File: config.mk
export PLATFORM = sky130hd
export DESIGN_NAME = axi_rw_dir_sched
export DESIGN_NICKNAME = d
export VERILOG_FILES = /design/src/rtl/axi_rw_dir_sched_pkg.sv /design/src/rtl/axi_rw_txn_cnt.sv /design/src/rtl/axi_rw_dir_sched.sv
export SDC_FILE = /design/constraint.sdc
export NUM_CORES = 1
export LEC_CHECK = 0
export CELL_PAD_IN_SITES_DETAIL_PLACEMENT = 1
export CELL_PAD_IN_SITES_GLOBAL_PLACEMENT = 1
export CORE_AREA = 5 5 139 141
export CTS_BUF_LIST = sky130_fd_sc_hd__clkbuf_16
export CTS_CLUSTER_DIAMETER = 30
export DETAILED_ROUTE_END_ITERATION = 6
export DIE_AREA = 0 0 144 146
export PLACE_DENSITY = 0.83
export SLEW_MARGIN = 10
export SYNTH_ARGS = -nofsm -noshare
export SYNTH_HDL_FRONTEND = slang
export SYNTH_SLANG_ARGS = --single-unit
File: constraint.sdc
create_clock -name clk_i -period 5.8 [get_ports clk_i]
set_clock_uncertainty 0.2 [all_clocks]
set_input_delay 1.16 -clock clk_i [delete_from_list [all_inputs] [get_ports clk_i]]
set_output_delay 1.16 -clock clk_i [all_outputs]
set_load 0.02 [all_outputs]
File: src/rtl/axi_rw_dir_sched_pkg.sv
// Shared types for the read/write direction scheduler: FSM states, priority
// encoding and a default AXI request/response struct pair.
package axi_rw_dir_sched_pkg;

  typedef enum logic [2:0] {
    ST_IDLE,
    ST_READ,
    ST_DRAIN_R,
    ST_WRITE,
    ST_DRAIN_W
  } state_e;

  localparam logic PRIO_READ  = 1'b0;
  localparam logic PRIO_WRITE = 1'b1;

  typedef struct packed {
    logic [3:0]  id;
    logic [31:0] addr;
    logic [7:0]  len;
  } ax_chan_t;

  typedef struct packed {
    logic [31:0] data;
    logic [3:0]  strb;
    logic        last;
  } w_chan_t;

  typedef struct packed {
    logic [3:0]  id;
    logic [31:0] data;
    logic [1:0]  resp;
    logic        last;
  } r_chan_t;

  typedef struct packed {
    logic [3:0] id;
    logic [1:0] resp;
  } b_chan_t;

  typedef struct packed {
    ax_chan_t aw;
    logic     aw_valid;
    w_chan_t  w;
    logic     w_valid;
    logic     b_ready;
    ax_chan_t ar;
    logic     ar_valid;
    logic     r_ready;
  } dflt_req_t;

  typedef struct packed {
    logic    aw_ready;
    logic    ar_ready;
    logic    w_ready;
    logic    b_valid;
    b_chan_t b;
    logic    r_valid;
    r_chan_t r;
  } dflt_resp_t;

endpackage

File: src/rtl/axi_rw_txn_cnt.sv
// Outstanding-transaction up/down counter; simultaneous inc and dec cancel.
module axi_rw_txn_cnt #(
  parameter int unsigned MaxCnt = 4,
  parameter int unsigned Width  = $clog2(MaxCnt + 1)
) (
  input  logic             clk_i,
  input  logic             rst_i,
  input  logic             inc_i,
  input  logic             dec_i,
  output logic [Width-1:0] cnt_o,
  output logic             at_max_o
);

  logic [Width-1:0] cnt_q, cnt_d;

  always_comb begin
    cnt_d = cnt_q;
    if (inc_i && !dec_i) cnt_d = cnt_q + Width'(1);
    else if (!inc_i && dec_i) cnt_d = cnt_q - Width'(1);
  end

  always_ff @(posedge clk_i or posedge rst_i) begin
    if (rst_i) cnt_q <= '0;
    else       cnt_q <= cnt_d;
  end

  assign cnt_o    = cnt_q;
  assign at_max_o = (cnt_q == Width'(MaxCnt));

  a_no_underflow: assert property (@(posedge clk_i) disable iff (rst_i)
    dec_i |-> (cnt_q != '0));
  a_no_overflow: assert property (@(posedge clk_i) disable iff (rst_i)
    (inc_i && !dec_i) |-> !at_max_o);

endmodule

File: src/rtl/axi_rw_dir_sched.sv
// Serialises AXI reads and writes: one direction outstanding at a time, the
// active direction is drained before the other is granted, round-robin.
module axi_rw_dir_sched
  import axi_rw_dir_sched_pkg::*;
#(
  parameter int unsigned MaxTxns = 4,
  parameter type axi_req_t  = dflt_req_t,
  parameter type axi_resp_t = dflt_resp_t
) (
  input  logic      clk_i,
  input  logic      rst_i,
  input  axi_req_t  slv_req_i,
  output axi_resp_t slv_resp_o,
  output axi_req_t  mst_req_o,
  input  axi_resp_t mst_resp_i,
  output logic      rd_active_o,
  output logic      wr_active_o
);

  localparam int unsigned CntWidth = $clog2(MaxTxns + 1);

  state_e              state_q;
  logic                prio_q, ar_hold_q, aw_hold_q, rd_active_q, wr_active_q;
  logic [CntWidth-1:0] rd_cnt, wr_cnt;
  logic                rd_at_max, wr_at_max;
  logic                ar_en, aw_en, w_en, ar_hs, aw_hs, r_last_hs, b_hs;
  logic                ar_pend, aw_pend, ar_lock, aw_lock;

  // A hold keeps a presented-but-unaccepted address granted until it transfers.
  assign ar_en = ar_hold_q | ((state_q == ST_READ)  & ~rd_at_max);
  assign aw_en = aw_hold_q | ((state_q == ST_WRITE) & ~wr_at_max);
  assign w_en  = (state_q == ST_WRITE) | (state_q == ST_DRAIN_W);

  always_comb begin
    mst_req_o           = slv_req_i;
    mst_req_o.ar_valid  = slv_req_i.ar_valid & ar_en;
    mst_req_o.aw_valid  = slv_req_i.aw_valid & aw_en;
    mst_req_o.w_valid   = slv_req_i.w_valid  & w_en;
    slv_resp_o          = mst_resp_i;
    slv_resp_o.ar_ready = mst_resp_i.ar_ready & ar_en;
    slv_resp_o.aw_ready = mst_resp_i.aw_ready & aw_en;
    slv_resp_o.w_ready  = mst_resp_i.w_ready  & w_en;
  end

  assign ar_hs     = slv_req_i.ar_valid & ar_en &  mst_resp_i.ar_ready;
  assign ar_pend   = slv_req_i.ar_valid & ar_en & ~mst_resp_i.ar_ready;
  assign aw_hs     = slv_req_i.aw_valid & aw_en &  mst_resp_i.aw_ready;
  assign aw_pend   = slv_req_i.aw_valid & aw_en & ~mst_resp_i.aw_ready;
  assign r_last_hs = mst_resp_i.r_valid & slv_req_i.r_ready & mst_resp_i.r.last;
  assign b_hs      = mst_resp_i.b_valid & slv_req_i.b_ready;
  // Include the not-yet-registered pending case so valid never drops early.
  assign ar_lock   = ar_hold_q | ar_pend;
  assign aw_lock   = aw_hold_q | aw_pend;

  axi_rw_txn_cnt #(.MaxCnt(MaxTxns), .Width(CntWidth)) u_rd_cnt (
    .clk_i(clk_i), .rst_i(rst_i), .inc_i(ar_hs), .dec_i(r_last_hs),
    .cnt_o(rd_cnt), .at_max_o(rd_at_max)
  );

  axi_rw_txn_cnt #(.MaxCnt(MaxTxns), .Width(CntWidth)) u_wr_cnt (
    .clk_i(clk_i), .rst_i(rst_i), .inc_i(aw_hs), .dec_i(b_hs),
    .cnt_o(wr_cnt), .at_max_o(wr_at_max)
  );

  always_ff @(posedge clk_i or posedge rst_i) begin
    if (rst_i) begin
      state_q     <= ST_IDLE;
      prio_q      <= PRIO_READ;
      ar_hold_q   <= 1'b0;
      aw_hold_q   <= 1'b0;
      rd_active_q <= 1'b0;
      wr_active_q <= 1'b0;
    end else begin
      ar_hold_q <= ar_pend;
      aw_hold_q <= aw_pend;
      case (state_q)
        ST_IDLE: begin
          if (slv_req_i.ar_valid && (!slv_req_i.aw_valid || prio_q == PRIO_READ)) begin
            state_q     <= ST_READ;
            prio_q      <= PRIO_WRITE;
            rd_active_q <= 1'b1;
          end else if (slv_req_i.aw_valid) begin
            state_q     <= ST_WRITE;
            prio_q      <= PRIO_READ;
            wr_active_q <= 1'b1;
          end
        end
        ST_READ: begin
          if (!ar_lock) begin
            if (slv_req_i.aw_valid) begin
              state_q <= ST_DRAIN_R;
            end else if (!slv_req_i.ar_valid && rd_cnt == '0) begin
              state_q     <= ST_IDLE;
              rd_active_q <= 1'b0;
            end
          end
        end
        ST_DRAIN_R: begin
          if (rd_cnt == '0) begin
            state_q     <= ST_WRITE;
            prio_q      <= PRIO_READ;
            rd_active_q <= 1'b0;
            wr_active_q <= 1'b1;
          end
        end
        ST_WRITE: begin
          if (!aw_lock) begin
            if (slv_req_i.ar_valid) begin
              state_q <= ST_DRAIN_W;
            end else if (!slv_req_i.aw_valid && wr_cnt == '0) begin
              state_q     <= ST_IDLE;
              wr_active_q <= 1'b0;
            end
          end
        end
        ST_DRAIN_W: begin
          if (wr_cnt == '0) begin
            state_q     <= ST_READ;
            prio_q      <= PRIO_WRITE;
            wr_active_q <= 1'b0;
            rd_active_q <= 1'b1;
          end
        end
        default: begin
          state_q     <= ST_IDLE;
          rd_active_q <= 1'b0;
          wr_active_q <= 1'b0;
        end
      endcase
    end
  end

  assign rd_active_o = rd_active_q;
  assign wr_active_o = wr_active_q;

  a_r_needs_txn: assert property (@(posedge clk_i) disable iff (rst_i)
    (mst_resp_i.r_valid && slv_req_i.r_ready) |-> (rd_cnt != '0));
  a_b_needs_txn: assert property (@(posedge clk_i) disable iff (rst_i)
    b_hs |-> (wr_cnt != '0));
  a_one_dir: assert property (@(posedge clk_i) disable iff (rst_i)
    !((rd_cnt != '0) && (wr_cnt != '0)));

endmodule

### Word-level counts from Yosys, hierarchy flattened

Index checks and enable logic that the tools add are counted.

* bits in registers: 14
* input port bits: 182
* output and inout bits: 182

* add/subtract/negate cells: 4
* equality and inequality tests: 20
* muxes and demuxes: 33
* bitwise gates (word level): 27
* reduce and logical (&&, ||, !) cells: 24

Operator list (number)
* $mux 3: 14
* $ne 2x2->1 const B: 8
* $and 1x1->1: 15
* $mux 1: 15
* $pmux 3 s5: 1
* $reduce_and 7->1: 2
* $pmux 1 s5: 2
* $eq 3x3->1 const B: 3
* $logic_not 3->1: 3
* $reduce_and 8->1: 1
* $logic_and 1x1->1: 7
* $not 1->1: 7
* $add 3x1->3 const B: 2
* $eq 3x2->1 const B: 2
* $logic_not 1->1: 6
* $ne 2x1->1 const B: 3
* $ne 3x2->1 const B: 2
* $sub 3x1->3 const B: 2
* $or 1x1->1: 5
* $reduce_and 4->1: 1
* $reduce_bool 2->1: 2
* $eq 3x1->1 const B: 1
* $ne 3x3->1 const B: 1
* $pmux 1 s3: 1
* 2 further kinds: 2

### Depth between registers and ports, before layout

Gate-level depths: netlist of run 1.

* word-level depth: 10
* depth in mapped cells: 12
* mapped depth without buffers: 11

### Cells and area by module

From an unflattened synthesis of run 1, not the netlist that was laid out.

* cell total of the unflattened synthesis: 285
* area total of the unflattened synthesis: 2273.4 µm²

Modules (own cells, without submodules)
* axi_rw_dir_sched: times used 1, cells an instance 257, area an instance 1938.1 µm², sequential area each 200.2 µm²
* axi_rw_txn_cnt: times used 2, cells an instance 14, area an instance 167.7 µm², sequential area each 75.1 µm²

### Worst setup path before layout of run 1

OpenSTA, ideal clock, no wires.

* kind: input to register
* start point: in slv_req_i[85] in the netlist's numbering
* end point: reg u_wr_cnt.cnt_q[2], in the netlist u_wr_cnt.cnt_o[2]
* library setup time: 0.079 ns
* arrival time: 2.943 ns
* path slack: 2.578 ns
* cell stages on the path: 9
* buffers on the path: 1
* path through: clkbuf_1 > nor2b_1 > and2_1 > ha_1 > inv_1 > fa_1 > xor2_1 > nor2_1 > xor2_1

RTL lines
* start, declared: RTL line axi_rw_dir_sched.sv:12 `input axi_req_t slv_req_i,`
* end signal, assigned: RTL line axi_rw_txn_cnt.sv:24 `else cnt_q <= cnt_d;`
* end, declared: RTL line axi_rw_txn_cnt.sv:14 `logic [Width-1:0] cnt_q, cnt_d;`

==> results of run 1 <==
-- cells in the mapped netlist (all sizes together) (2+ instances only) --
library cell	n
a21oi	6
and2	2
buf	177
clkbuf	2
dfrtp	14
fa	2
ha	2
inv	7
mux2	3
nand2	8
nand2b	2
nor2	10
nor2b	9
nor3	3
o211ai	2
o21ai	3
o21bai	2
o31a	2
o41ai	2
or3	3
or4b	2
xnor2	2
xor2	4
-- state kept, by name, indices dropped and copies added, names as in the netlist --
register        cells
u_rd_cnt.cnt_o      3
ar_hold_q           1
wr_active_o         1
rd_active_o         1
state_q             3
aw_hold_q           1
u_wr_cnt.cnt_o      3
prio_q              1
-- cells by family after synthesis --
| group | Yosys count |
|---|---|
| buf+inv | 186 |
| simple gates | 46 |
| compound gates | 25 |
| flops | 14 |
| xor+xnor | 6 |
| fa+ha+maj | 4 |
| mux | 3 |
-- worst max-delay path: stages --
cell             delay [ns]
clkdlybuf4s50_1        0.71
nor2b_1                0.25
clkdlybuf4s50_1        0.63
-- per-layer routing --
layer / GRT usage / part of all wire / up-vias
met3: 0.04371 / 0.19 / 112
met5: 0 / 0 / -
met1: 0.03332 / 0.21 / 517
li1: - / - / 436
met2: 0.08380 / 0.42 / 137
met4: 0.08757 / 0.17 / 0
-- power breakdown --
group          total (uW)  internal (uW)  leakage (uW)  switching [uW]
clock                 133           91.3     0.0000385            41.2
sequential            224            144      0.000172            80.4
combinational         387            192      0.000343             195
total                 743            427      0.000553             317
-- worst paths after layout --
check                                    end  slack [ns]
hold / removal             u_wr_cnt.cnt_o[2]        0.33
min in group asynchronous             prio_q        1.10
setup / recovery               mst_req_o[85]        1.68
max in group asynchronous        rd_active_o        3.92
setup reg to reg           u_wr_cnt.cnt_o[2]        2.92
hold reg to reg            u_wr_cnt.cnt_o[2]        0.33
-- area by class of cell --
cell class,instances,area [um^2]
fillers,2091,16240
multi-input cells,84,609.3
flip-flops and latches,14,350.3
well taps,229,286.5
repair buffers,25,250.2
clock buffers,3,75.07
inverters,7,26.28
clock inverters,1,3.754
-- stage by stage --
step	utilization	std cells	worst slack [ns]	total power (uW)
floorplan	-	284	2.578	650.7
global placement	0.08535	359	1.705	598.1
detailed placement	0.08535	359	1.682	613.3
CTS	0.08977	363	1.669	754.9
global route	0.08977	363	1.606	802.1
finish	0.08977	363	1.684	743.2
==> results.md, run 1 <==
Synth:
- Of all flip-flops after synthesis, the portion carrying an async set or reset was 1.000.
- Of the post-synthesis cell area, the part taken by muxes is 0.01459.
- Yosys printed 0 warnings.
- Synthesis instantiated 44 different standard cells from the library.
- The synthesized netlist net count is 470.
- Of the total synthesized cell area, the portion taken by AND, OR, NAND and NOR gates is 0.1168.
- The cell count after synthesis is 284.
- The most used flip-flop cell after synthesis is dfrtp_1.
- Of the post-synthesis cell area, the dominant cell type holds 0.5643.
- The fraction of the yosys area taken by sequential cells is 0.1514.
- Summed over all instances, the cell type with the most area after synthesis is buf_4.
- Of the total synthesized cell area, the portion taken by XOR and XNOR cells is 0.02270.
- Averaged over all synthesized cells, the footprint is ~8.2 um^2.
- The number of enable-type register cells in the synthesized netlist is 0.
- The adder and majority gate portion of the synthesized area is 0.02811.
- The combinational family with the most area after synthesis is buffers and inverters.
- After synthesis, the cell types taking the most area are buf_4 (56%), dfrtp_1 (15%), nor2b_1 (2.4%).
- After synthesis the cells add up to between 2000 and 2500 um^2.
- The area fraction in compound gates after synthesis is 0.08108.
- In this run, synthesis produced a sequential element count of 14.

Clocking:
- Counting every sink on the clock net gives 14.
- Gates resized during post-CTS repair numbered 0.
- TritonCTS built the clock tree.
- The H-tree depth is 1.
- In this run the deepest clock path goes through 2 buffers.
- Buffers inserted during clock tree synthesis total 3.
- After clock tree synthesis, the clock-pin slew on the worst setup and hold paths is 0.05 ns.
- Clock latency on the worst-skew pair, taken at its later pin, is 0.25 ns.
- The number of hold buffers added after CTS is 0.
- CTS placed an instance of clkbuf_16 at the clock tree root.
- In this run the post-CTS setup repair buffer count came out at 0.

Routing:
- For this block, the routed nets add up to 6527 um of wire.
- The residual antenna-violating net count after detailed routing is 0.
- The routed via count divided by cell count is around 3.3.
- The detailed router's first-iteration violation count is 70.
- The remaining design rule violation count is 0.
- The iteration count of the initial detailed-routing pass is 4.
- The routed layout has approximately 1,200 vias.
- After detailed routing, the average wire length per cell comes to approximately 18 um.

Global route:
- The remaining global-route overflow is 0.
- Entering global routing, the biggest net connects 15 pins.
- The via count of the first global-routing pass is ~1,300.
- The global-route wire length before repair is just under 9000 um.
- The total global-route track usage is 0.05676.
- The number of antenna violations at the first check in global routing is 0.

Setup path:
- Data on the critical path is required at its endpoint by around 4.4 ns.
- The critical path startpoint is slv_req_i[85].
- In this run the worst path has a maximum fanout of 9.
- STA classifies the critical path startpoint as a primary input.
- The launch point of the worst reg-to-reg path is state_q[2].
- Data arrives at the worst endpoint at about 2.8 ns.
- The category of the critical setup timing path is in -> out.
- Counting cells, the worst reg-to-reg path comes to 10.
- The critical path endpoint category is a primary output.

Final layout:
- Of the cells placed in the final design, the portion with a size suffix greater than 1 is 0.1045.
- The total inserted antenna cells is 0.
- The total non-filler cell area in the finished layout is 1602 um^2.
- From synthesis to final layout, the design area changed by -30.81%.
- In the layout the commonest cells are clkdlybuf4s50_1 (25), dfrtp_1 (14), nor2_1 (10).
- The commonest non-fill, non-tap cell in the layout is clkdlybuf4s50_1.
- The net count of the finished layout is between 300 and 400.

Timing:
- The worst path needs between 4 and 5 ns of the cycle, external delays included.
- The worst-case hold slack is roughly 0.33 ns.
- The share of the clock period used by the worst path after layout is 0.7096.
- The number of failing setup endpoints in the final timing report is 0.
- Summed over all failing endpoints, the final setup total negative slack is 0 ns.
- The hold violation total from the final report came to 0.
- Headroom to the max-slew limit came out at 0.6103.
- For the pin with the worst max-slew slack, the measured transition is ~0.58 ns.
- Setup repair after global routing left no endpoint under its margin.
- For this run, the top clock speed supported by timing is between 0.2 and 0.25 GHz.
- The final number of max-transition violations is 0.

Placed design:
- At the end of routability-driven placement, the weighted congestion stood at around 0.75.
- The number of input and output port buffers inserted is 25.
- The HPWL reported at the end of detailed placement is 5212 um.
- Once placement finished, the instance area stood at between 1500 and 2000 um^2.

Pwr:
- Summed over all cells, the static leakage comes to 0.0005532 uW.
- The largest voltage drop on the vdd net is 92.25 uV.
- Dividing total power by cell area gives a power density of 464.0 nW/um^2.

Outcome:
- The run finished with clean final reports.

Floorplanning:
- Pin placement for this block handled roughly 360 I/O pins.
- The die covers roughly 21,000 um^2.
- The number of rows created at floorplan is around 50.
- The initial core utilization is 0.1297.
- The die is between 100 and 150 um wide.
- The standard cell core area is 17,840 um^2.
- The die height is between 100 and 150 um.

Run:
- The max capacitance violation total is 0.

Worst hold path:
- The origin of the worst min-delay path is u_wr_cnt.cnt_o[2].
- Counting instances, the worst hold path has a depth of 1.
- The worst hold path belongs to the class reg -> reg.
(Power assumes the default switching activity.)
==> run 2: changes to the inputs <==
--- a/config.mk
+++ b/config.mk
@@ -7,12 +7,13 @@
 export LEC_CHECK = 0
 export CELL_PAD_IN_SITES_DETAIL_PLACEMENT = 1
 export CELL_PAD_IN_SITES_GLOBAL_PLACEMENT = 1
-export CORE_AREA = 5 5 139 141
+export CORE_ASPECT_RATIO = 1.4
+export CORE_MARGIN = 5
+export CORE_UTILIZATION = 12
 export CTS_BUF_LIST = sky130_fd_sc_hd__clkbuf_16
 export CTS_CLUSTER_DIAMETER = 30
 export DETAILED_ROUTE_END_ITERATION = 6
-export DIE_AREA = 0 0 144 146
-export PLACE_DENSITY = 0.83
+export PLACE_DENSITY = 0.8
 export SLEW_MARGIN = 10
 export SYNTH_ARGS = -nofsm -noshare
 export SYNTH_HDL_FRONTEND = slang
==> constraint.sdc (replaced) <==
create_clock -name clk_i -period 3.6 [get_ports clk_i]
set_clock_uncertainty 0.2 [all_clocks]
set_input_delay 0.72 -clock clk_i [delete_from_list [all_inputs] [get_ports clk_i]]
set_output_delay 0.72 -clock clk_i [all_outputs]
set_load 0.02 [all_outputs]
==> run 2 against run 1 <==
Compared with the run above:
- critical path depth is 1 higher
- via count down 3.8%
- routed wire length up 48%
- largest power group unchanged
- critical endpoint unchanged
- die area up 5.6%
- critical path type is now reg -> out
- largest cell class unchanged
==> results.md, run 2 (synthesis gave the netlist of run 1 again) <==
Clocking:
- After clock tree synthesis, the repair step resized 0 gates.
- For this design, the sink count on the clock tree is 14.
- After clock tree synthesis, the setup repair step added 0 buffers.
- The maximum number of buffers from clock root to sink is 2.
- The H-tree depth is 1.
- The TritonCTS clock tree is yes.
- The number of buffers inserted during clock tree synthesis is 3.
- Clock tree synthesis selected as its root buffer the cell clkbuf_16.
- Clock latency on the worst-skew pair, taken at its later pin, is 0.25 ns.
- The number of hold buffers added after CTS is 0.
- The clock transition time at the flip-flop clock pins of the worst setup and hold paths is about 0.050 ns.

Global route:
- The global-route wire length before repair is ~12,000 um.
- The number of antenna violations at the first check in global routing is 0.
- For met1 alone, demand over resource in global routing was 0.04088.
- The global-route track usage on met2 is 0.1169.
- The layer carrying the most global-route usage is met2.
- The via count of the first global-routing pass is between 1,000 and 1,500.
- The total global-route track usage is 0.08276.
- The remaining global-route overflow is 0.
- The met3 track utilization from global routing is 0.09253.
- The pin count of the biggest net entering global routing is 15.

Timing:
- Setup repair after global routing left no endpoint under its margin.
- The worst pin sits at a relative slew slack of 0.6129.
- Setup violations remaining at the end of the flow were counted as 0.
- The clock period could shrink to ~3.1 ns.
- The least setup slack across all paths after layout is roughly 0.5 ns.
- The timing-limited maximum frequency is 0.3213 GHz.
- The final number of max-transition violations is 0.
- In the final timing run, aggregate negative setup slack is 0 ns.
- The hold violation total from the final report is 0.
- At the pin with the least slew margin, the transition time is approximately 0.58 ns.
- The worst-case hold slack is just over 0.3 ns.
- Of the available clock period, the critical path in the final layout requires 0.8647.

Final layout:
- 0 antenna diodes ended up in the layout.
- The sequential cell area is around 350 um^2.
- Leaving out fill and tap cells, the most frequent cell in the layout is clkdlybuf4s50_1.
- Relative to the synthesized area, the layout overhead comes to -29.14%.
- Leaving out fill and tap cells, the most frequent cells in the layout are clkdlybuf4s50_1 (25), dfrtp_1 (14), nor2_1 (10).
- The final layout contains approximately 320 nets.
- The multi-input gate area in the final layout is between 600 and 700 um^2.
- The number of fill cells in the layout is 2,287.
- The fraction of layout cells with a size suffix above 1 is 0.1176.

Setup path:
- The setup path with the least slack is of type reg -> out.
- The signal arrival time at the worst endpoint is 2.19 ns.
- Following the worst setup path forward leads to its endpoint at mst_req_o[85].
- The number of cells on the worst reg-to-reg path is 10.
- The setup check on the worst reg-to-reg path leaves a slack of about 0.82 ns.
- The worst register-to-register path begins at state_q[1].
- The end of the worst register-to-register path is u_wr_cnt.cnt_o[2].
- STA classifies the critical path startpoint as a flop.
- The critical path endpoint category is a primary output.
- Along the worst path, the maximum fanout reaches 13.
- Data on the critical path is required at its endpoint by 2.68 ns.
- In this run the worst setup path begins at state_q[1].

Floorplanning:
- The die covers 22,210 um^2.
- The floorplan step set the die width to 127.4 um.
- In this run the count of I/O pins placed on the die edge is roughly 360.
- The number of rows created at floorplan is 60.
- The die is about 170 um tall.
- The initial core utilization is 0.1209.
- The region available for standard cell placement spans around 19,000 um^2.

Routing:
- The iteration count of the initial detailed-routing pass is 3.
- Detailed routing inserted a total of around 1,200 vias.
- The total routed wirelength is approximately 9700 um.
- In this run, the number of DRC markers left after iteration 0 of detailed routing was 30.
- After detailed routing, the number of remaining DRC violations is 0.
- In the final routed layout, each cell accounts on average for roughly 25 um.
- The routed via count divided by cell count is between 3 and 4.
- The residual antenna-violating net count after detailed routing is 0.

Outcome:
- The flow ran to the end, and the final reports show no timing, DRC or antenna violations.

Worst hold path:
- In this run the worst hold path is classified as reg -> reg.

Placed design:
- The congestion estimate from routability-driven global placement came to approximately 0.78.
- The HPWL reported at the end of detailed placement is about 8600 um.
- Buffers placed on the I/O ports in this run total 25.
- Prior to clock tree synthesis, the placed netlist has a worst setup slack of 0.5804 ns.

Pwr:
- Power spread over the standard cell area amounts to a little over 700 nW/um^2.
- The sum of internal, switching and leakage power is ~1200 uW.
- The largest voltage drop on the vdd net is about 240 uV.
- The static leakage is around 0.00056 uW.

Run:
- The max capacitance violation total is 0.
==> run 2: area by class of cell <==
| class | count | share of cell area |
|---|---|---|
| clock buffers | 3 | 0.04577 |
| clock inverters | 1 | 0.002288 |
| well taps | 248 | 0.1892 |
| flip-flops and latches | 14 | 0.2136 |
| multi-input cells | 84 | 0.3715 |
| inverters | 7 | 0.01602 |
| repair buffers | 27 | 0.1617 |
==> run 2: critical path, cell delays in order, from the launching register on <==
cell and delay, ns:
dfrtp_1 0.57, and3b_1 0.38, a21oi_1 0.16, nor2b_1 0.19
clkdlybuf4s50_1 0.64
==> run 2: power breakdown <==
group | switching (uW) | internal [uW] | total, uW
clock network | 65.4 | 147 | 212
registers | 122 | 231 | 354
logic | 312 | 310 | 622
==> run 2: stage by stage <==
| step | utilization | cell area, um^2 | cells |
|---|---|---|---|
| final | 0.08569 | 1640 | 384 |
| after global routing | 0.08569 | 1640 | 384 |
| after CTS | 0.08569 | 1640 | 384 |
| after detailed placement | 0.08157 | 1562 | 380 |
| after global placement | 0.08157 | 1562 | 380 |
| after floorplan | - | 2315 | 284 |
==> run 2: worst min-delay path by stage <==
stage          cells past startpoint  slack [ns]               from                 to
2_1_floorplan                      1        0.27  u_wr_cnt.cnt_o[2]  u_wr_cnt.cnt_o[2]
3_3_place_gp                       1        0.29  u_wr_cnt.cnt_o[2]  u_wr_cnt.cnt_o[2]
3_5_place_dp                       1        0.30  u_wr_cnt.cnt_o[2]  u_wr_cnt.cnt_o[2]
4_1_cts                            1        0.31  u_wr_cnt.cnt_o[2]  u_wr_cnt.cnt_o[2]
5_1_grt                            1        0.35  u_wr_cnt.cnt_o[2]  u_wr_cnt.cnt_o[2]
6_report                           2        0.31        wr_active_o        wr_active_o
==> run 2: layer usage <==
layer	routed length [um]	share of wire
met4	1496	0.15
met5	0	0
met2	3836	0.40
met1	1642	0.17
met3	2679	0.28
==> run 3: changes to the inputs <==
--- a/config.mk
+++ b/config.mk
@@ -7,13 +7,13 @@
 export LEC_CHECK = 0
 export CELL_PAD_IN_SITES_DETAIL_PLACEMENT = 1
 export CELL_PAD_IN_SITES_GLOBAL_PLACEMENT = 1
-export CORE_ASPECT_RATIO = 1.4
-export CORE_MARGIN = 5
-export CORE_UTILIZATION = 12
-export CTS_BUF_LIST = sky130_fd_sc_hd__clkbuf_16
+export CORE_AREA = 5 5 138 140
+export CTS_BUF_LIST = sky130_fd_sc_hd__clkbuf_8
 export CTS_CLUSTER_DIAMETER = 30
 export DETAILED_ROUTE_END_ITERATION = 6
-export PLACE_DENSITY = 0.8
+export DIE_AREA = 0 0 143 145
+export MAX_ROUTING_LAYER = met4
+export PLACE_DENSITY = 0.84
 export SLEW_MARGIN = 10
 export SYNTH_ARGS = -nofsm -noshare
 export SYNTH_HDL_FRONTEND = slang
==> constraint.sdc (replaced) <==
create_clock -name clk_i -period 3.94 [get_ports clk_i]
set_clock_uncertainty 0.2 [all_clocks]
set_input_delay 0.788 -clock clk_i [delete_from_list [all_inputs] [get_ports clk_i]]
set_output_delay 0.788 -clock clk_i [all_outputs]
set_load 0.02 [all_outputs]
==> run 3 against run 2 <==
Compared with the run above:
- cell area is 3.4% lower
- first-iteration DRC count is 57% lower
- largest cell class unchanged
- via count hardly changed
- core utilization is 0.38 points higher
==> results.md, run 3 (synthesis gave the netlist of run 1 again) <==
Floorplanning:
- During I/O placement, the number of pins put on the boundary was 364.
- The full die area is ~21,000 um^2.
- From bottom edge to top edge, the die measures approximately 150 um.
- After floorplanning, the core was divided into between 40 and 50 placement rows.
- The die width is approximately 140 um.
- The initial utilization of the core area, before any placement, comes to 0.1306.
- The standard cell core area is 17,720 um^2.

Routing:
- The detailed router's first-iteration violation count is 13.
- The detailed-route via count is 1,157.
- After detailed routing, the number of vias per cell comes to 3.179.
- Before antenna repair, the detailed router went through 4 iterations.
- The residual antenna-violating net count after detailed routing is 0.
- The remaining design rule violation count is 0.
- In the final routed layout, each cell accounts on average for between 15 and 20 um.
- Wires add up to just over 6000 um.

Placed design:
- Timing analysis after detailed placement gives a worst setup slack of 0.6254 ns.
- After legalization and detailed placement, the total HPWL measured about 5000 um.
- The cell count after placement is 360.
- The number of input and output port buffers inserted is 25.
- The congestion estimate from routability-driven global placement came to 0.7993.

Final layout:
- Counting the fill cells in the layout gives around 2,100.
- The total inserted antenna cells is 0.
- The top cell types in the final layout, fill and taps aside, are clkdlybuf4s50_1 (25), dfrtp_1 (14), nor2_1 (10).
- The net count of the finished layout is 322.
- The finished layout holds 364 standard cells, fillers aside.
- The commonest non-fill, non-tap cell in the layout is clkdlybuf4s50_1.
- Compared with the post-synthesis result, the final layout area differs by -31.51%.
- The fraction of layout cells with a size suffix above 1 is 0.1185.

Timing:
- The worst-case hold slack is between 0.3 and 0.4 ns.
- The least setup slack across all paths after layout is about 0.62 ns.
- Setup repair after global routing left no endpoint under its margin.
- For the final routed database, the setup TNS stands at 0 ns.
- The final number of max-transition violations is 0.
- For this run, the top clock speed supported by timing is 0.3011 GHz.
- After layout, the minimum clock period comes to approximately 3.3 ns.
- Measured against its own limit, the worst slew margin works out to 0.6177.
- At the pin with the least slew margin, the transition time is 0.5729 ns.
- The share of the clock period used by the worst path after layout is 0.8428.
- The hold violation total from the final report is 0.
- The number of failing setup endpoints in the final timing report is 0.

Global route:
- The global-route wire length before repair is about 8000 um.
- For this run the aggregate overflow at the end of global routing stands at 0.
- The via count of the first global-routing pass is 1,238.
- The pin count of the biggest net entering global routing is 15.
- The total global-route track usage is 0.05506.
- The number of antenna violations at the first check in global routing came to 0.

Run:
- The max capacitance violation total is 0.

Clocking:
- The number of hold buffers added after CTS is 0.
- TritonCTS built the clock tree.
- The clock latency at the later pin of the worst-skew pair is 0.24 ns.
- Clock-pin slew was measured on the worst setup and hold paths at 0.06 ns.
- The maximum number of buffers from clock root to sink is 2.
- The root buffer cell chosen for the clock tree is clkbuf_8.
- In this run the number of H-tree levels came out at 1.
- The clock sink count is 14.
- The post-CTS repair timing setup buffer count is 0.
- The number of buffers inserted during clock tree synthesis is 3.
- The total of cells resized after clock tree synthesis is 0.

Outcome:
- The flow ran to the end, and the final reports show no timing, DRC or antenna violations.

Worst hold path:
- The kind of path behind the tightest hold check is reg -> reg.

Pwr:
- The sum of internal, switching and leakage power is 1023 uW.
- IR analysis of the VDD net gives a maximum drop of 143.6 uV.
- The static leakage is 0.0005482 uW.
- The power density relative to cell area is 645.0 nW/um^2.

Setup path:
- The largest driver fanout on the critical path is 8.
- The critical path endpoint category is a primary output.
- The data required time of the worst path is roughly 3.0 ns.
- The setup path with the least slack is of type in -> out.
- The worst setup path is launched from a primary input.
- Traced cell by cell, the critical path runs through clkdlybuf4s50_1 -> inv_1 -> nor2_1 -> clkdlybuf4s50_1.
- The cell seen most often among critical-path stages is clkdlybuf4s50_1.
- For this run, the slowest stage of the critical path takes between 0.6 and 0.7 ns.
- On the critical path, the stage with the largest delay is an instance of clkdlybuf4s50_1.
- The signal arrival time at the worst endpoint is roughly 2.3 ns.
==> run 3: final timing paths <==
| kind | slack, ns | to | depth (start not counted) | start |
|---|---|---|---|---|
| min in group asynchronous | 0.73 | u_wr_cnt.cnt_o[1] | 2 | rst_i |
| max in group asynchronous | 2.43 | ar_hold_q | 2 | rst_i |
| worst max-delay path | 0.62 | mst_req_o[1] | 4 | slv_req_i[1] |
| worst min register to register | 0.31 | u_wr_cnt.cnt_o[2] | 1 | u_wr_cnt.cnt_o[2] |
| worst max register to register | 1.11 | u_wr_cnt.cnt_o[2] | 10 | state_q[1] |
| worst min-delay path | 0.31 | u_wr_cnt.cnt_o[2] | 1 | u_wr_cnt.cnt_o[2] |
==> run 3: worst max-delay path: cells and delay by family <==
family | cells | cell delay, ns
buffers and inverters | 3 | 1.40
AND/OR/NAND/NOR | 1 | 0.14
==> run 3: report_power, final <==
| group | internal (uW) | switching, uW |
|---|---|---|
| Combinational | 282 | 278 |
| Clock | 88.4 | 51.3 |
| Sequential | 211 | 111 |
| Total | 582 | 441 |
==> run 3: layout make-up <==
type                    count  area (um^2)  share of cell area
inverters                   7        26.28             0.01657
flip-flops and latches     14        350.3              0.2210
multi-input cells          84        609.3              0.3844
well taps                 229        286.5              0.1807
repair buffers             26        257.7              0.1626
clock buffers               4        55.05             0.03473
==> run 3: metal layers <==
metal / vias to the layer above / part of all wire / GRT usage
met5: - / 0 / -
met4: 0 / 0.17 / 0.08508
met3: 104 / 0.21 / 0.04574
met2: 117 / 0.40 / 0.07284
met1: 500 / 0.21 / 0.03297
li1: 436 / - / -
==> run 3: stage by stage <==
step | instance area, um^2 | utilization
6_report | 1585 | 0.08947
5_1_grt | 1585 | 0.08947
4_1_cts | 1585 | 0.08947
3_5_place_dp | 1530 | 0.08636
3_3_place_gp | 1530 | 0.08636
2_1_floorplan | 2315 | -
